### src/rtl/shift_add_multi_param.sv
// Sequential shift-add multiplier: one multiplier bit per clock, optional
// signed operation (magnitudes multiplied, product sign-corrected at the end),
// optional early exit once no set multiplier bits remain.
module shift_add_multi_param #(
    parameter int WIDTH      = 16,
    parameter int SIGNED_EN  = 1,
    parameter int EARLY_TERM = 1
) (
    input  logic               clk,
    input  logic               rst,
    input  logic               start,
    input  logic               signed_mode,
    input  logic [WIDTH-1:0]   src1,
    input  logic [WIDTH-1:0]   src2,
    output logic               busy,
    output logic               multi_done,
    output logic [2*WIDTH-1:0] calc_res
);

    localparam int CW = (WIDTH > 2) ? $clog2(WIDTH) : 1;

    typedef enum logic [1:0] {
        S_IDLE = 2'd0,
        S_CALC = 2'd1,
        S_DONE = 2'd2
    } state_t;

    state_t             r_state;
    logic [2*WIDTH-1:0] r_acc;
    logic [2*WIDTH-1:0] r_mcand;
    logic [WIDTH-1:0]   r_mplr;
    logic [CW-1:0]      r_cnt;
    logic               r_neg;
    logic [2*WIDTH-1:0] r_res;

    logic               w_sgn;
    logic [WIDTH-1:0]   w_mag1;
    logic [WIDTH-1:0]   w_mag2;
    logic               w_neg;
    logic [2*WIDTH-1:0] w_acc_next;
    logic               w_last;
    logic [2*WIDTH-1:0] w_res_final;

    // Operand magnitudes are only taken when signed operation is both enabled and requested;
    // the most-negative value maps to 2^(WIDTH-1), which still fits as an unsigned WIDTH-bit value.
    assign w_sgn  = (SIGNED_EN != 0) && signed_mode;
    assign w_mag1 = (w_sgn && src1[WIDTH-1]) ? (WIDTH'(0) - src1) : src1;
    assign w_mag2 = (w_sgn && src2[WIDTH-1]) ? (WIDTH'(0) - src2) : src2;
    assign w_neg  = w_sgn && (src1[WIDTH-1] ^ src2[WIDTH-1]);

    // One partial product per cycle; exit on the final bit or when the remaining multiplier is empty.
    assign w_acc_next  = r_acc + (r_mplr[0] ? r_mcand : '0);
    assign w_last      = (r_cnt == CW'(WIDTH - 1)) ||
                         ((EARLY_TERM != 0) && ((r_mplr >> 1) == '0));
    assign w_res_final = r_neg ? ((2*WIDTH)'(0) - w_acc_next) : w_acc_next;

    // Status flags decode straight from the state register.
    assign busy       = (r_state != S_IDLE);
    assign multi_done = (r_state == S_DONE);
    assign calc_res   = r_res;

    // Control FSM and datapath registers.
    always_ff @(posedge clk or posedge rst) begin
        if (rst) begin
            r_state <= S_IDLE;
            r_acc   <= '0;
            r_mcand <= '0;
            r_mplr  <= '0;
            r_cnt   <= '0;
            r_neg   <= 1'b0;
            r_res   <= '0;
        end else begin
            case (r_state)
                S_IDLE: begin
                    if (start) begin
                        r_acc   <= '0;
                        r_mcand <= {{WIDTH{1'b0}}, w_mag1};
                        r_mplr  <= w_mag2;
                        r_cnt   <= '0;
                        r_neg   <= w_neg;
                        r_state <= S_CALC;
                    end
                end
                S_CALC: begin
                    r_acc   <= w_acc_next;
                    r_mcand <= r_mcand << 1;
                    r_mplr  <= r_mplr >> 1;
                    r_cnt   <= r_cnt + 1'b1;
                    if (w_last) begin
                        r_res   <= w_res_final;
                        r_state <= S_DONE;
                    end
                end
                S_DONE: begin
                    r_state <= S_IDLE;
                end
                default: begin
                    r_state <= S_IDLE;
                end
            endcase
        end
    end

endmodule

### config.mk
export PLATFORM = sky130hd
export DESIGN_NAME = shift_add_multi_param
export DESIGN_NICKNAME = d
export VERILOG_FILES = /design/src/rtl/shift_add_multi_param.sv
export SDC_FILE = /design/constraint.sdc
export NUM_CORES = 1
export LEC_CHECK = 0
export CAP_MARGIN = 10
export CELL_PAD_IN_SITES_DETAIL_PLACEMENT = 0
export CELL_PAD_IN_SITES_GLOBAL_PLACEMENT = 2
export CORE_MARGIN = 5
export CORE_UTILIZATION = 36
export CTS_CLUSTER_SIZE = 24
export DETAILED_ROUTE_END_ITERATION = 6
export PLACE_DENSITY_LB_ADDON = 0.1
export REMOVE_ABC_BUFFERS = 1
export SLEW_MARGIN = 30
export SYNTH_ARGS = -nofsm -noshare
export SYNTH_HDL_FRONTEND = slang
export SYNTH_SLANG_ARGS = --single-unit
### constraint.sdc
create_clock -name clk -period 4.6 [get_ports clk]
set_input_delay 0.46 -clock clk [delete_from_list [all_inputs] [get_ports clk]]
set_output_delay 0.46 -clock clk [all_outputs]
set_load 0.1 [all_outputs]
==> results of run 1 <==
[worst max path at each step]
| stage | start | endpoint | slack, ns | cells past startpoint |
|---|---|---|---|---|
| 6_report | r_mplr[0]$_DFFE_PP0P_ | calc_res[31]$_DFFE_PP0P_ | 0.27 | 13 |
| 3_5_place_dp | r_mplr[0]$_DFFE_PP0P_ | calc_res[31]$_DFFE_PP0P_ | 0.26 | 12 |
| 4_1_cts | r_mplr[0]$_DFFE_PP0P_ | calc_res[31]$_DFFE_PP0P_ | 0.25 | 12 |
| 2_1_floorplan | r_state[1]$_DFFE_PP0P_ | calc_res[25]$_DFFE_PP0P_ | -1.30 | 7 |
| 3_3_place_gp | r_mplr[0]$_DFFE_PP0P_ | calc_res[31]$_DFFE_PP0P_ | 0.37 | 12 |
| 5_1_grt | r_mplr[0]$_DFFE_PP0P_ | calc_res[31]$_DFFE_PP0P_ | 0.03 | 13 |
[synthesized netlist by cell type, drive strengths merged (4+ instances only)]
| cell type | count |
|---|---|
| a211o | 4 |
| a211oi | 16 |
| a21o | 13 |
| a21oi | 45 |
| a221o | 4 |
| a222oi | 5 |
| a22o | 20 |
| a22oi | 29 |
| and2 | 48 |
| and3 | 4 |
| and4 | 5 |
| buf | 19 |
| clkbuf | 42 |
| dfrtp | 119 |
| ha | 35 |
| inv | 17 |
| mux2i | 9 |
| nand2 | 145 |
| nand2b | 8 |
| nand3 | 31 |
| nand4 | 12 |
| nor2 | 50 |
| nor2b | 7 |
| nor3 | 16 |
| nor3b | 5 |
| nor4 | 11 |
| nor4b | 6 |
| o211ai | 6 |
| o21a | 6 |
| o21ai | 129 |
| o31ai | 14 |
| or2 | 5 |
| or3 | 13 |
| or4 | 6 |
| xnor2 | 29 |
| xor2 | 34 |
[cells by family (layout without fill, tap and decap cells)]
logic type	after synthesis	after routing	share of synthesized area [%]
muxes	10	10	1.19
DFF	119	119	35.1
and+or+nand+nor	378	378	22.5
adders and majority gates	36	36	5.39
AOI/OAI and AO/OA	326	326	25.5
xor gates and xnor gates	63	63	6.50
buffers and inverters	78	173	3.79
[sequential cells by signal (all words and copies together), names as in the netlist]
signal and cells:
calc_res 32, r_mcand 32, r_cnt 4, r_mplr 16
r_neg 1, r_state 2, r_acc 32
[power by group]
| part | switching [uW] | total [uW] | internal [uW] |
|---|---|---|---|
| combinational | 3340 | 5200 | 1850 |
| clock | 495 | 1450 | 955 |
| sequential | 337 | 1840 | 1510 |
| total | 4180 | 8490 | 4310 |
[metrics by stage]
step                total power (uW)  std cells  TNS, ns  cell area (sq um)
finish                          8490       1424        0              10400
floorplan                       5390        949   -39.68               8230
CTS                             8530       1423        0              10400
detailed placement              7040       1394        0               9780
global placement                7030       1394        0               9780
global route                    9130       1424        0              10400
[per-layer routing]
| layer | up-vias | track usage [%] | part of all wire (%) |
|---|---|---|---|
| met5 | - | 0 | 0 |
| met4 | 0 | 4.84 | 1.3 |
| met3 | 19 | 2.65 | 3.4 |
| met2 | 154 | 28.4 | 42 |
| met1 | 3618 | 29.4 | 54 |
| li1 | 3880 | - | - |
[cells in the final DEF, fill, tap and decap left out, types with 14 or more instances in the layout]
cell / instances
a211oi_1: 14
a22o_1: 20
a21oi_1: 40
dfrtp_1: 119
and2_1: 47
nand2_1: 142
buf_4: 57
xnor2_1: 29
a22oi_1: 29
xor2_1: 34
ha_1: 35
nand3_1: 31
clkdlybuf4s50_1: 69
inv_1: 16
nor3_1: 15
nor2_1: 49
o21ai_0: 122
clkbuf_16: 17
[critical path, stage by stage, from the launching register on]
cell and delay, ns:
dfrtp_1 0.49, and2_1 0.19, ha_1 0.20, fa_1 0.44
a21oi_2 0.25, o211a_1 0.27, nor3_2 0.10, or4_4 0.48
a222oi_1 0.34, buf_4 0.18, nand4b_1 0.18, or4_1 0.59
or4_1 0.48, nand3_1 0.08
[final cells by class]
cell class,instances,area share [%]
multi-input cells,813,50.0
flip-flops and latches,119,28.6
repair buffers,127,10.9
clock buffers,21,4.61
well taps,319,3.83
clock inverters,8,1.41
inverters,17,0.637
==> results.json, run 1 <==
{
  "whs_path_depth": 2,
  "r2r-start": "r_mplr[0]$_DFFE_PP0P_",
  "drt-pass1-iter-count": 5,
  "num_antenna_cells": 0,
  "portBuffers": 69,
  "worst_setup_path_end_kind": "flop",
  "cts-htree-levels": 4,
  "cap_viol_max_count": 0,
  "synth_edf_count": 0,
  "slew_headroom_pct": 33.6,
  "p_leak_uw": 0.00444,
  "cts_setup_buffers": 0,
  "via_count": 7671,
  "dp_hpwl_um": 18500,
  "antenna_found_initial": 0,
  "grt_pass1_vias": 7424,
  "fp.dieH_um": 164,
  "drc": 0,
  "holdBufCountCts": 0,
  "syn_avg_cell_area_sq_um": 8.41,
  "ir_drop_uv": 303,
  "ys_ff_latch": 119,
  "synth-main-ff-cell": "dfrtp_1",
  "crit_fanout": 13,
  "wl_um": 24900,
  "fmax_mhz": 231,
  "core_area_sq_um": 23300,
  "pwr_density_cell_nw_per_um2": 815,
  "finalCritPeriodShare_pct": 94.1,
  "rows": 56,
  "yosysWarnings": 0,
  "cts_buffers": 17,
  "hp-class": "flop to flop",
  "r2r-end": "calc_res[31]$_DFFE_PP0P_",
  "io_pins": 70,
  "cts.path.max_buffers": 2,
  "wire_per_inst_um": 17.5,
  "r2r_slack_ns": 0.27,
  "hold_viol": 0,
  "fillers": 2373,
  "synth_cell_types": 76,
  "syn_to_final_growth_pct": 22.7,
  "slew_violations": 0,
  "multi_input_area_sq_um": 5210,
  "clk_pin_slew_ns": 0.06,
  "drive_gt1_share_pct": 10.2,
  "synth_area_leaders": "dfrtp_1, o21ai_0, nand2_1",
  "crit_type": "flop to flop",
  "synth_cells": 1010,
  "worstSkewPairLatency_ns": 0.42,
  "finalClockSkew_ns": 0.0128,
  "startpoint_type": "flop",
  "setup_ws_ns": 0.269,
  "regArea_sq_um": 2980,
  "cts_sinks": 119,
  "period_minus_slack_ns": 4.33,
  "rsz0062_at_grt": "no",
  "reg2reg_depth": 13,
  "holdPathEnd": "calc_res[8]$_DFFE_PP0P_",
  "gp_congestion": 0.870,
  "synthArstFlopShare_pct": 100,
  "antenna_left": 0,
  "dieArea_sq_um": 26800,
  "yosysSeqAreaShare_pct": 35.1,
  "drt-initial-drc-count": 538,
  "die_x_um": 164,
  "initial_core_util_pct": 36.4,
  "cts_tree": "built",
  "grt_pass1_wl_um": 40800,
  "finalSetupViolCount": 0,
  "grt_max_degree": 74,
  "clock-root-buffer": "clkbuf_16",
  "hp-start": "calc_res[8]$_DFFE_PP0P_",
  "cts_resized": 0,
  "grt-ovfl-total": 0,
  "syn-cell-area_sq_um": 8490,
  "hold-worst-slack_ns": 0.467,
  "arrival_ns": 4.68,
  "status": "completed",
  "yosysTopAreaCell": "dfrtp_1",
  "crit_required_ns": 4.95,
  "vias_per_cell": 5.39,
  "globalRouteTotalUtil_pct": 19.2,
  "tightest_slew_ns": 0.993,
  "fin_util_pct": 44.6,
  "dp_slack_ns": 0.257,
  "fin_nets": 1167,
  "netlist.area_leader.share_pct": 35.1
}
Note: power is estimated with default switching activity, not from simulation.
==> inputs of run 2 (changes only) <==
Settings changed: ABC_AREA set to 1, CORE_UTILIZATION 36 to 33, CTS_CLUSTER_DIAMETER set to 120.
==> run 2 against run 1 <==
  * Combinational power grew 3%
  * Cell area grew 1.4%
  * Worst setup slack improved by 0.70 ns
  * Clock power fell by 5%
  * Die area up 13%
==> results.json, run 2 <==
{
  "rows": 60,
  "finalClockSkew_ns": 0.0166,
  "crit_required_ns": 4.91,
  "crit_family": "simple AND/OR/NAND/NOR gates",
  "wire_per_inst_um": 16.1,
  "mostFrequentLayoutCells": "nand2_1, inv_1, dfrtp_1, nor2_1, o21ai_0",
  "cts-htree-levels": 4,
  "dp_hpwl_um": 22400,
  "clock-root-buffer": "clkbuf_16",
  "dp_slack_ns": 0.993,
  "grt_pass1_wl_um": 45700,
  "netlist.area_leader.share_pct": 33.5,
  "status": "completed",
  "synth_common_cells": "nand2_1, inv_1, dfrtp_1, nor2_1, o21ai_0",
  "drt-initial-drc-count": 457,
  "rsz0062_at_grt": "no",
  "fin_area_sq_um": 10600,
  "synth_edf_count": 0,
  "cts_setup_buffers": 0,
  "startpoint_type": "flop",
  "p_leak_uw": 0.00561,
  "via_count": 8393,
  "io_pins": 70,
  "cap_viol_max_count": 0,
  "ys_ff_latch": 119,
  "syn_avg_cell_area_sq_um": 6.56,
  "num_antenna_cells": 0,
  "initial_core_util_pct": 33.3,
  "cpPeakStageDelay_ns": 0.71,
  "pwr_density_cell_nw_per_um2": 814,
  "arrival_ns": 3.94,
  "cts_buffers": 17,
  "cpMostUsedCell": "nand2_1",
  "finalSetupViolCount": 0,
  "portBuffers": 69,
  "crit_fanout": 15,
  "synth-main-ff-cell": "dfrtp_1",
  "wl_um": 28600,
  "drc": 0,
  "clk_pin_slew_ns": 0.07,
  "slew_headroom_pct": 33.1,
  "worst_path_max_delay_cell": "dfrtp_1",
  "dieArea_sq_um": 30300,
  "grt-ovfl-total": 0,
  "worstSkewPairLatency_ns": 0.43,
  "globalRouteTotalUtil_pct": 19.0,
  "drive_gt1_share_pct": 7.19,
  "crit_type": "flop to flop",
  "slew_violations": 0,
  "dpl_cell_area_sq_um": 9970,
  "drt-pass1-iter-count": 5,
  "synth_cells": 1356,
  "antenna_left": 0,
  "ir_drop_uv": 401,
  "synth_area_leaders": "dfrtp_1, nand2_1, inv_1",
  "synthArstFlopShare_pct": 100,
  "finalCritPeriodShare_pct": 78.9,
  "grt_max_degree": 61,
  "period_minus_slack_ns": 3.63,
  "fillers": 2893,
  "cts.path.max_buffers": 2,
  "synth.most_common_cell": "nand2_1",
  "path_cells": "nand2_1 > inv_1 > ha_1 > fa_1 > inv_1 > nand2_1 > a21oi_2 > nand3_1 > nor2_1 > nand2_1 > nor2_2 > nand2_2 > nor2_4 > nand2_1 > nor2_2 > nand3_2 > nand2_2 > nand3_1 > nand3_1 > nand2_1",
  "cts_sinks": 119,
  "setup_ws_ns": 0.968,
  "grt_pass1_vias": 8279,
  "fin_nets": 1491,
  "synth_cell_types": 44,
  "syn-cell-area_sq_um": 8890,
  "fp.dieH_um": 174,
  "hp-class": "flop to flop",
  "fin_util_pct": 39.5,
  "gp_congestion": 0.862,
  "yosysTopAreaCell": "dfrtp_1",
  "yosysSeqAreaShare_pct": 33.5,
  "cts_resized": 0,
  "holdBufCountCts": 0,
  "core_area_sq_um": 26700,
  "worst_setup_path_end_kind": "flop",
  "die_x_um": 174,
  "hold_viol": 0,
  "cp_num_buf_inv": 2,
  "cts_tree": "built",
  "final_common_cell": "nand2_1",
  "syn_to_final_growth_pct": 18.8,
  "antenna_found_initial": 0,
  "vias_per_cell": 4.73,
  "tightest_slew_ns": 1.00,
  "yosysWarnings": 0,
  "fmax_mhz": 275
}
-- run 2: changes by cell type in the layout (fill, tap and decap cells not counted), moves of 38 or more --
cell / change
nand3_1: +48
o21ai_0: -38
buf_4: -48
and2_1: -44
nand2_1: +320
inv_1: +206
-- run 2: cell families after synthesis --
group	synth area share (%)
AND/OR/NAND/NOR	34.2
buffers and inverters	11.3
AO/OA/AOI/OAI	12.0
flip-flops	33.5
XOR/XNOR	3.74
adder cells (fa/ha/maj)	5.15
multiplexers	0.113
-- run 2: layer usage --
metal	wire, um	track usage [%]
met5	0	0
met4	242	4.39
met3	942	2.59
met2	12200	29.2
met1	15200	28.4
-- run 2: worst paths after layout --
| kind | endpoint | depth (start not counted) | slack, ns | startpoint |
|---|---|---|---|---|
| max | calc_res[29]$_DFFE_PP0P_ | 20 | 0.97 | r_mplr[0]$_DFFE_PP0P_ |
| min | calc_res[24]$_DFFE_PP0P_ | 2 | 0.48 | calc_res[24]$_DFFE_PP0P_ |
| max reg2reg | calc_res[29]$_DFFE_PP0P_ | 20 | 0.97 | r_mplr[0]$_DFFE_PP0P_ |
| min reg2reg | calc_res[24]$_DFFE_PP0P_ | 2 | 0.48 | calc_res[24]$_DFFE_PP0P_ |
| max in group asynchronous | r_acc[13]$_DFFE_PP0P_ | 3 | 3.14 | rst |
| min in group asynchronous | r_cnt[3]$_DFFE_PP0P_ | 2 | 0.50 | rst |
-- run 2: stage by stage --
| step | TNS [ns] | power (uW) | cells | hold slack [ns] |
|---|---|---|---|---|
| 2_1_floorplan | -7.63 | 5640 | 1321 | 0.446 |
| 3_3_place_gp | 0 | 7240 | 1741 | 0.462 |
| 3_5_place_dp | 0 | 7230 | 1741 | 0.468 |
| 4_1_cts | 0 | 8660 | 1773 | 0.487 |
| 5_1_grt | 0 | 9320 | 1773 | 0.498 |
| 6_report | 0 | 8610 | 1773 | 0.480 |
-- run 2: power by group --
| group | internal, uW | leakage [uW] | total (uW) | switching [uW] |
|---|---|---|---|---|
| combinational | 1510 | 0.00380 | 5350 | 3840 |
| sequential | 1510 | 0.00153 | 1870 | 363 |
| clock | 814 | 0.000286 | 1380 | 568 |
| total | 3830 | 0.00561 | 8610 | 4770 |
-- run 2: cell type report --
class / instances / area, sq um / area share (%)
Inverter: 231 / 870 / 8.23
Clock inverter: 14 / 164 / 1.55
Sequential cell: 119 / 2980 / 28.2
Timing Repair Buffer: 79 / 773 / 7.32
Clock buffer: 18 / 429 / 4.06
Tap cell: 341 / 427 / 4.04
Multi-Input combinational cell: 971 / 4930 / 46.6
-- run 2: tightest hold or removal path: stages, from the launching register on --
cell and delay, ns:
dfrtp_1 0.34, nand2_1 0.05, nand2_1 0.06
